**src/rtl/da_serial_mac.sv**
```systemverilog
`default_nettype none
// ============================================================================
// Module   : da_serial_mac
// Brief    : Bit-serial distributed-arithmetic inner-product engine.
//            y = sum_k c_k * x_k over K fixed coefficients. The 2^K-entry
//            partial-sum table is built at elaboration, and one input
//            bit-plane is accumulated per clock.
// Revision : 1.0 - initial release
// ============================================================================
module da_serial_mac #(
   parameter int               K         = 3,
   parameter int               B         = 8,
   parameter int               CW        = 4,
   parameter logic [K*CW-1:0]  COEFS     = {4'sd1, 4'sd3, -4'sd2},
   parameter bit               SIGNED_IN = 1'b1,
   localparam int              OW        = CW + B + $clog2(K) + 1
) (
   input  logic              clk,
   input  logic              reset,
   input  logic              start,
   input  logic [K*B-1:0]    x_in,
   output logic              busy,
   output logic              done,
   output logic [OW-1:0]     y
);

   // LUT entries hold sums of up to K coefficients.
   localparam int c_LW = CW + $clog2(K);
   localparam int c_NW = (B > 1) ? $clog2(B) : 1;

   typedef enum logic [1:0] {
      ST_IDLE = 2'd0,
      ST_RUN  = 2'd1,
      ST_DONE = 2'd2
   } state_t;

   // Sum of the coefficients selected by the set bits of address a.
   function automatic logic signed [c_LW-1:0] lut_entry(input int unsigned a);
      logic signed [c_LW-1:0] s;
      logic signed [CW-1:0]   c;
      s = '0;
      for (int k = 0; k < K; k++) begin
         if (a[k]) begin
            c = COEFS[k*CW +: CW];
            s = s + {{(c_LW-CW){c[CW-1]}}, c};
         end
      end
      return s;
   endfunction

   logic signed [c_LW-1:0] w_lut [2**K];

   for (genvar a = 0; a < 2**K; a++) begin : g_lut
      localparam logic signed [c_LW-1:0] c_ENTRY = lut_entry(a);
      assign w_lut[a] = c_ENTRY;
   end

   state_t                 r_state;
   state_t                 w_next;
   logic                   w_accept;
   logic [B-1:0]           r_x [K];
   logic [c_NW-1:0]        r_n;
   logic signed [OW-1:0]   r_acc;
   logic                   r_done;
   logic [OW-1:0]          r_y;

   logic [K-1:0]           w_addr;
   logic signed [c_LW-1:0] w_lut_sel;
   logic signed [OW-1:0]   w_lut_ext;
   logic signed [OW-1:0]   w_term;
   logic                   w_last;
   logic                   w_sign_plane;

   // Address bit k is the current LSB of input shift register k.
   always_comb begin
      w_addr = '0;
      for (int k = 0; k < K; k++) begin
         w_addr[k] = r_x[k][0];
      end
   end

   assign w_lut_sel    = w_lut[w_addr];
   assign w_lut_ext    = {{(OW-c_LW){w_lut_sel[c_LW-1]}}, w_lut_sel};
   assign w_term       = w_lut_ext <<< r_n;
   assign w_last       = (r_n == c_NW'(B-1));
   // The MSB plane of two's-complement inputs carries negative weight.
   assign w_sign_plane = SIGNED_IN && w_last;

   // State register.
   always_ff @(posedge clk) begin
      if (reset) begin
         r_state <= ST_IDLE;
      end else begin
         r_state <= w_next;
      end
   end

   // Next-state logic; a new job may be accepted from IDLE or DONE.
   always_comb begin
      w_next   = r_state;
      w_accept = 1'b0;
      case (r_state)
         ST_IDLE: begin
            if (start) begin
               w_accept = 1'b1;
               w_next   = ST_RUN;
            end
         end
         ST_RUN: begin
            if (w_last) begin
               w_next = ST_DONE;
            end
         end
         ST_DONE: begin
            if (start) begin
               w_accept = 1'b1;
               w_next   = ST_RUN;
            end else begin
               w_next = ST_IDLE;
            end
         end
         default: begin
            w_next = ST_IDLE;
         end
      endcase
   end

   // Datapath: load on accept, accumulate one bit-plane per RUN cycle,
   // publish the result when leaving DONE.
   always_ff @(posedge clk) begin
      if (reset) begin
         for (int k = 0; k < K; k++) begin
            r_x[k] <= '0;
         end
         r_n    <= '0;
         r_acc  <= '0;
         r_done <= 1'b0;
         r_y    <= '0;
      end else begin
         r_done <= (r_state == ST_DONE);
         if (r_state == ST_DONE) begin
            r_y <= r_acc;
         end
         if (w_accept) begin
            for (int k = 0; k < K; k++) begin
               r_x[k] <= x_in[k*B +: B];
            end
            r_n   <= '0;
            r_acc <= '0;
         end else if (r_state == ST_RUN) begin
            for (int k = 0; k < K; k++) begin
               r_x[k] <= r_x[k] >> 1;
            end
            r_n   <= r_n + c_NW'(1);
            r_acc <= w_sign_plane ? (r_acc - w_term) : (r_acc + w_term);
         end
      end
   end

   assign busy = (r_state != ST_IDLE);
   assign done = r_done;
   assign y    = r_y;

endmodule
`default_nettype wire
```
**config.mk**
```make
export PLATFORM = sky130hd
export DESIGN_NAME = da_serial_mac
export DESIGN_NICKNAME = d
export VERILOG_FILES = /design/src/rtl/da_serial_mac.sv
export SDC_FILE = /design/constraint.sdc
export NUM_CORES = 1
export LEC_CHECK = 0
export CAP_MARGIN = 10
export CORE_ASPECT_RATIO = 0.8
export CORE_UTILIZATION = 60
export CTS_CLUSTER_SIZE = 10
export DETAILED_ROUTE_END_ITERATION = 6
export PLACE_DENSITY = 0.92
export SKIP_LAST_GASP = 1
export SYNTH_ARGS = -nofsm -noshare
export SYNTH_HDL_FRONTEND = slang
export SYNTH_SLANG_ARGS = --single-unit
```
**constraint.sdc**
```tcl
create_clock -name clk -period 5.97 [get_ports clk]
set_input_delay 0.597 -clock clk [delete_from_list [all_inputs] [get_ports clk]]
set_output_delay 0.597 -clock clk [all_outputs]
set_load 0.1 [all_outputs]
```
Word level (Yosys, flattened, before mapping). Memory sizes are Yosys's and may differ from the RTL's. Index checks and enable logic that the tools add are counted.

Add/sub/neg operators: 3. Bitwise logic cells: 7. Equal/unequal tests: 5. Shift operators: 1. Reductions and logical operators: 5. Muxes and demuxes: 24. $lt $le $gt $ge: 1.

Operators with widths (number): 8-bit two-way mux (6); 15-bit adder (1); 15-bit two-way mux (1); 6-bit by 3-bit <<< shifter with 15-bit output (1); 15-bit subtractor (1); 1-bit two-way mux (12); 6-bit two-way mux (2); 1-bit bitwise OR (6); 2-bit one-hot mux with 3 select lines (1); 4-bit >= comparator (second input constant) (1); 2-bit two-way mux (2); 2-bit inequality test (second input constant) (2); 3-bit inverter with 4-bit output (1); 2-bit OR reduction (2); 3-bit by 1-bit adder with 3-bit output (second input constant) (1); 3-bit == test (second input constant) (1); 2-bit by 1-bit == test with 1-bit output (second input constant) (1); 2-bit == test (second input constant) (1); 2-bit logical NOT (1); 2-bit AND reduction (1); 2-bit nonzero test (1).

Bits in read-only memories: 48. Input bits: 27. Flip-flop bits (word level): 36. Memory bits (writable): 24. Memories kept: 2. Logic and storage cells: 53. Output and inout bits: 17.

Memories: (no name shown) (depth 8, bits a word 6, read ports 1, clocked after memory_dff 0, write ports 0, line 82) `assign w_lut_sel = w_lut[w_addr];`; r_x (depth 3, bits a word 8, read ports 3, clocked after memory_dff 0, write ports 3, line 61) `logic [B-1:0] r_x [K];`.

Depth between registers and ports, before layout.
Depth in word-level cells: 8. Depth in mapped cells: 21. Depth with buffers taken out: 20.

Worst setup path after synthesis. No wires, ideal clock.

Path type: register to register. Start point: memory r_x[1][0], in the netlist r_x[0][8]. End point: register r_acc[14]. Data arrival time: 3.919 ns. Stages on the path, launching flop included: 18. Required time: 5.900 ns. Library setup time: 0.070 ns. Period minus slack after synthesis: 3.989 ns. Buffers on the path: 0. Path slack: 1.981 ns. Cells stage by stage: edfxtp_1 > inv_1 > ha_1 > or2_2 > a21oi_1 > o21ai_0 > and2_1 > xor2_1 > ha_1 > nor2b_1 > or3_1 > a21oi_1 > a21oi_1 > o2111ai_1 > a31oi_1 > xnor2_1 > or3_1 > a21oi_1.

RTL lines: from (decl) (line 61); to (signal assigned) (line 155) `r_acc <= w_sign_plane ? (r_acc - w_term) : (r_acc + w_term);`; to (decl) (line 63) `logic signed [OW-1:0] r_acc;`.

==> summary by stage <==
Placement
Input and output buffers added on the ports amount to 43. The final weighted congestion in routability-driven placement is 0.869. After legalization and detailed placement, the total HPWL measured 5670 um.

Layout
The share of final-layout standard cells stronger than drive strength 1 is 6.83%. In the final layout, the multi-input gates occupy 1950 um2. The number of nets in the layout is 481.

The sequential cell area is 1440 um2. The synthesis-to-layout area growth is 18.1%. The number of antenna diodes in the final layout is 0. The number of filler cells placed in the layout is 398.

Logic synthesis
The biggest area contributor in the post-synthesis netlist is sky130_fd_sc_hd__dfxtp_1. The area of the mapped netlist is 3530 um2. Yosys mapped the design onto 50 distinct sky130hd cell types. Counting every net in the synthesized netlist gives 447. In this run, synthesis inferred 24 flip-flops with an integrated enable. Of all flip-flops after synthesis, the portion carrying an async set or reset was 0%. After technology mapping, the gate count stands at 400. Sorting the synthesized cells by area gives the leading types as sky130_fd_sc_hd__dfxtp_1, sky130_fd_sc_hd__edfxtp_1, sky130_fd_sc_hd__ha_1. The synthesized design contains 60 register bits. Dividing the synthesized area by the synthesized cell count gives 8.83 um2.

By count the netlist is led by sky130_fd_sc_hd__nand2_1, sky130_fd_sc_hd__a21oi_1, sky130_fd_sc_hd__dfxtp_1, sky130_fd_sc_hd__nor2_1, sky130_fd_sc_hd__edfxtp_1. Sequential elements use 40.8% of the synthesized area. The most common cell in the synthesized netlist is sky130_fd_sc_hd__nand2_1. For this run, the number of Yosys warnings is 0.

In the synthesized netlist the dominant register cell turns out to be sky130_fd_sc_hd__dfxtp_1. The share of the synthesized area in the top cell type is 20.4%.

Global route
The number of global-route vias before repair is 2,926. The met2 capacity usage during global routing is 43.4%. The total overflow left after global routing is 0. Entering global routing, the biggest net connects 28 pins. The first global-routing pass estimated 13,500 um of wire.

The busiest layer in global routing is met2. The initial antenna violation count is 0. Global routing used 7.23% of the available met3 tracks. Global routing used 28.7% of the available tracks across all layers. In the global route stage, met1 resource usage came out at 39.1%.

Timing
After layout, the worst path uses 76.7% of the clock period. Between clock sinks in the finished design, the worst skew comes to 0.00791 ns. The slew of the pin with the lowest slew margin is 1.10 ns.

Headroom to the max-slew limit came out at 26.4%. The max-slew violation count is 0. The number of endpoints with negative hold slack in the final report is 0. For this run, the top clock speed supported by timing is 0.218 GHz. Setup repair after global routing left no endpoint under its margin. After layout, the minimum clock period comes to 4.58 ns. Summed over all failing endpoints, the final setup total negative slack is 0 ns.

The final setup violation count is 0.

Worst setup path
The type of element launching the critical path is a flop. The worst register-to-register path has a depth of 19. In this run the critical register-to-register path is captured at r_acc[13]. By startpoint and endpoint, the worst setup path is classified as flop to flop. The startpoint identified for the worst register-to-register timing path is r_x[0][8]. Tracing the worst setup path back leads to its startpoint at r_x[0][8]. Data arrives at the worst endpoint at 4.79 ns.

The data required time at the worst endpoint is 6.18 ns. In this run the worst setup path terminates at r_acc[13]. The peak fanout along the critical path is 7. The reg-to-reg setup timing slack is 1.39 ns. The critical path capture point type is a flop.

Detailed routing
Summing over every cut layer, the via total after detailed routing is 3,121. The count of TritonRoute iterations in the first routing pass is 7. The starting DRC count in detailed routing is 319. The average routed wire per standard cell is 15.3 um. For this run, design rule violations remaining after detail routing come to 0. The count of nets left with antenna violations once routing finished came out at 0. The routed design has 7900 um of wire. The detail-routed via count per cell is 6.04.

Floorplan
For this configuration, the core starts out at a cell density of 63.6%. The area of the core is 5560 um2. The number of top-level pins is 44. The die covers 6200 um2.

The horizontal die dimension is 87.8 um. The floorplan step set the die height to 70.6 um. The initialized floorplan defines 24 standard-cell rows.

Clock network
The root buffer cell is sky130_fd_sc_hd__clkbuf_8. The clock passes through at most 2 buffers. The clock latency at the later pin of the worst-skew pair is 0.35 ns. Clock tree synthesis found a total of 60 sinks. The total CTS buffers is 9. The H-tree was split into 3 levels. The clock slew at the register clock pins of the worst setup and hold paths is 0.07 ns.

The number of resized instances in the post-cts repair step is 0. The setup fix buffers added after clock tree synthesis is 0. TritonCTS built the clock tree. After clock tree synthesis, the flow added hold-fix buffers numbering 0.

Power
The worst-case IR drop observed on VDD is 0.177 mV. The post-route total power is 1.35 mW. For this design the static power due to leakage is 1.64 nW. The areal power density over the cells is 325 nW/um2.

Outcome
The run finished with clean final reports.

Hold path
The path class of the tightest hold or removal check is flop to flop.

Run
The number of violations of the max-capacitance limit is 0.
cell type report:
type                            instances  area share [%]
Timing Repair Buffer                   46            10.9
Multi-Input combinational cell        306            46.8
Clock inverter                          4           0.510
Clock buffer                           12            3.96
Tap cell                               78            2.34
Inverter                               11           0.990
Sequential cell                        60            34.6
critical path, stage by stage, from the launching register on:
cell and delay, ns:
sky130_fd_sc_hd__edfxtp_1 0.44, sky130_fd_sc_hd__inv_1 0.11, sky130_fd_sc_hd__ha_1 0.39, sky130_fd_sc_hd__or2_2 0.36
sky130_fd_sc_hd__nand2_1 0.09, sky130_fd_sc_hd__o21a_1 0.21, sky130_fd_sc_hd__nand2_1 0.08, sky130_fd_sc_hd__ha_1 0.29
sky130_fd_sc_hd__nor2b_1 0.13, sky130_fd_sc_hd__a31oi_1 0.23, sky130_fd_sc_hd__ha_1 0.26, sky130_fd_sc_hd__nor2b_1 0.13
sky130_fd_sc_hd__o21a_1 0.17, sky130_fd_sc_hd__o21ai_0 0.27, sky130_fd_sc_hd__a21oi_1 0.14, sky130_fd_sc_hd__o21a_1 0.20
sky130_fd_sc_hd__o41ai_1 0.46, sky130_fd_sc_hd__o21ai_0 0.22, sky130_fd_sc_hd__xnor2_1 0.17, sky130_fd_sc_hd__o21ai_0 0.10
cells by family after synthesis:
logic type / after synthesis / synth area share [%]
xor gates and xnor gates: 21 / 5.42
buffers and inverters: 34 / 3.90
and+or+nand+nor: 131 / 16.8
AOI/OAI and AO/OA: 133 / 25.4
muxes: 1 / 0.283
adders and majority gates: 20 / 7.30
DFF: 60 / 40.8
how the worst min path moves through the flow:
stage	endpoint	cells past startpoint	from
after floorplan	y[0]	2	r_acc[0]
after global placement	y[4]	2	y[4]
after detailed placement	y[4]	2	y[4]
after CTS	y[4]	2	y[4]
after global routing	y[4]	2	y[4]
final	y[4]	2	y[4]
through the flow:
step	std cells	area, um2	hold WS, ns	util, %	setup WS, ns
final	517	4170	0.454	75.1	1.39
after global routing	517	4170	0.469	75.1	0.972
after CTS	517	4170	0.456	75.1	1.43
after detailed placement	501	3990	0.447	71.7	1.44
after global placement	501	3990	0.444	71.7	1.72
after floorplan	400	3530	0.432	-	1.98
routing by layer:
| layer | wire length (um) | up-vias |
|---|---|---|
| met1 | 3630 | 1467 |
| met5 | 0 | - |
| met4 | 188 | 0 |
| met3 | 527 | 19 |
| li1 | - | 1516 |
| met2 | 3550 | 119 |
state kept, by name, summed over array words and instances, names as in the netlist:
| register | flops |
|---|---|
| done | 1 |
| r_state | 2 |
| r_n | 3 |
| r_x | 24 |
| y | 15 |
| r_acc | 15 |
where the power goes:
group          leakage [nW]  internal (mW)  switching [mW]
Sequential            0.558          0.471          0.0331
Combinational         0.980          0.222           0.283
Clock                 0.102          0.183           0.162
Total                  1.64          0.876           0.478
cell usage in the layout, fill, tap and decap left out, types with 5 or more instances in the layout:
master	synthesis	layout
sky130_fd_sc_hd__ha_1	19	19
sky130_fd_sc_hd__dfxtp_1	36	36
sky130_fd_sc_hd__nor2_1	25	25
sky130_fd_sc_hd__and2_1	9	9
sky130_fd_sc_hd__o21ai_0	22	22
sky130_fd_sc_hd__nand2b_1	8	8
sky130_fd_sc_hd__nand2_1	63	63
sky130_fd_sc_hd__a21o_1	6	6
sky130_fd_sc_hd__clkdlybuf4s50_1	0	43
sky130_fd_sc_hd__nor2b_1	6	6
sky130_fd_sc_hd__o22ai_1	5	5
sky130_fd_sc_hd__inv_1	11	11
sky130_fd_sc_hd__edfxtp_1	24	24
sky130_fd_sc_hd__a31oi_1	6	6
sky130_fd_sc_hd__a21oi_1	41	41
sky130_fd_sc_hd__clkbuf_8	0	12
sky130_fd_sc_hd__xor2_1	9	9
sky130_fd_sc_hd__xnor2_1	11	11
sky130_fd_sc_hd__a22o_1	23	23
No activity file was read; power rests on OpenSTA's default activity.
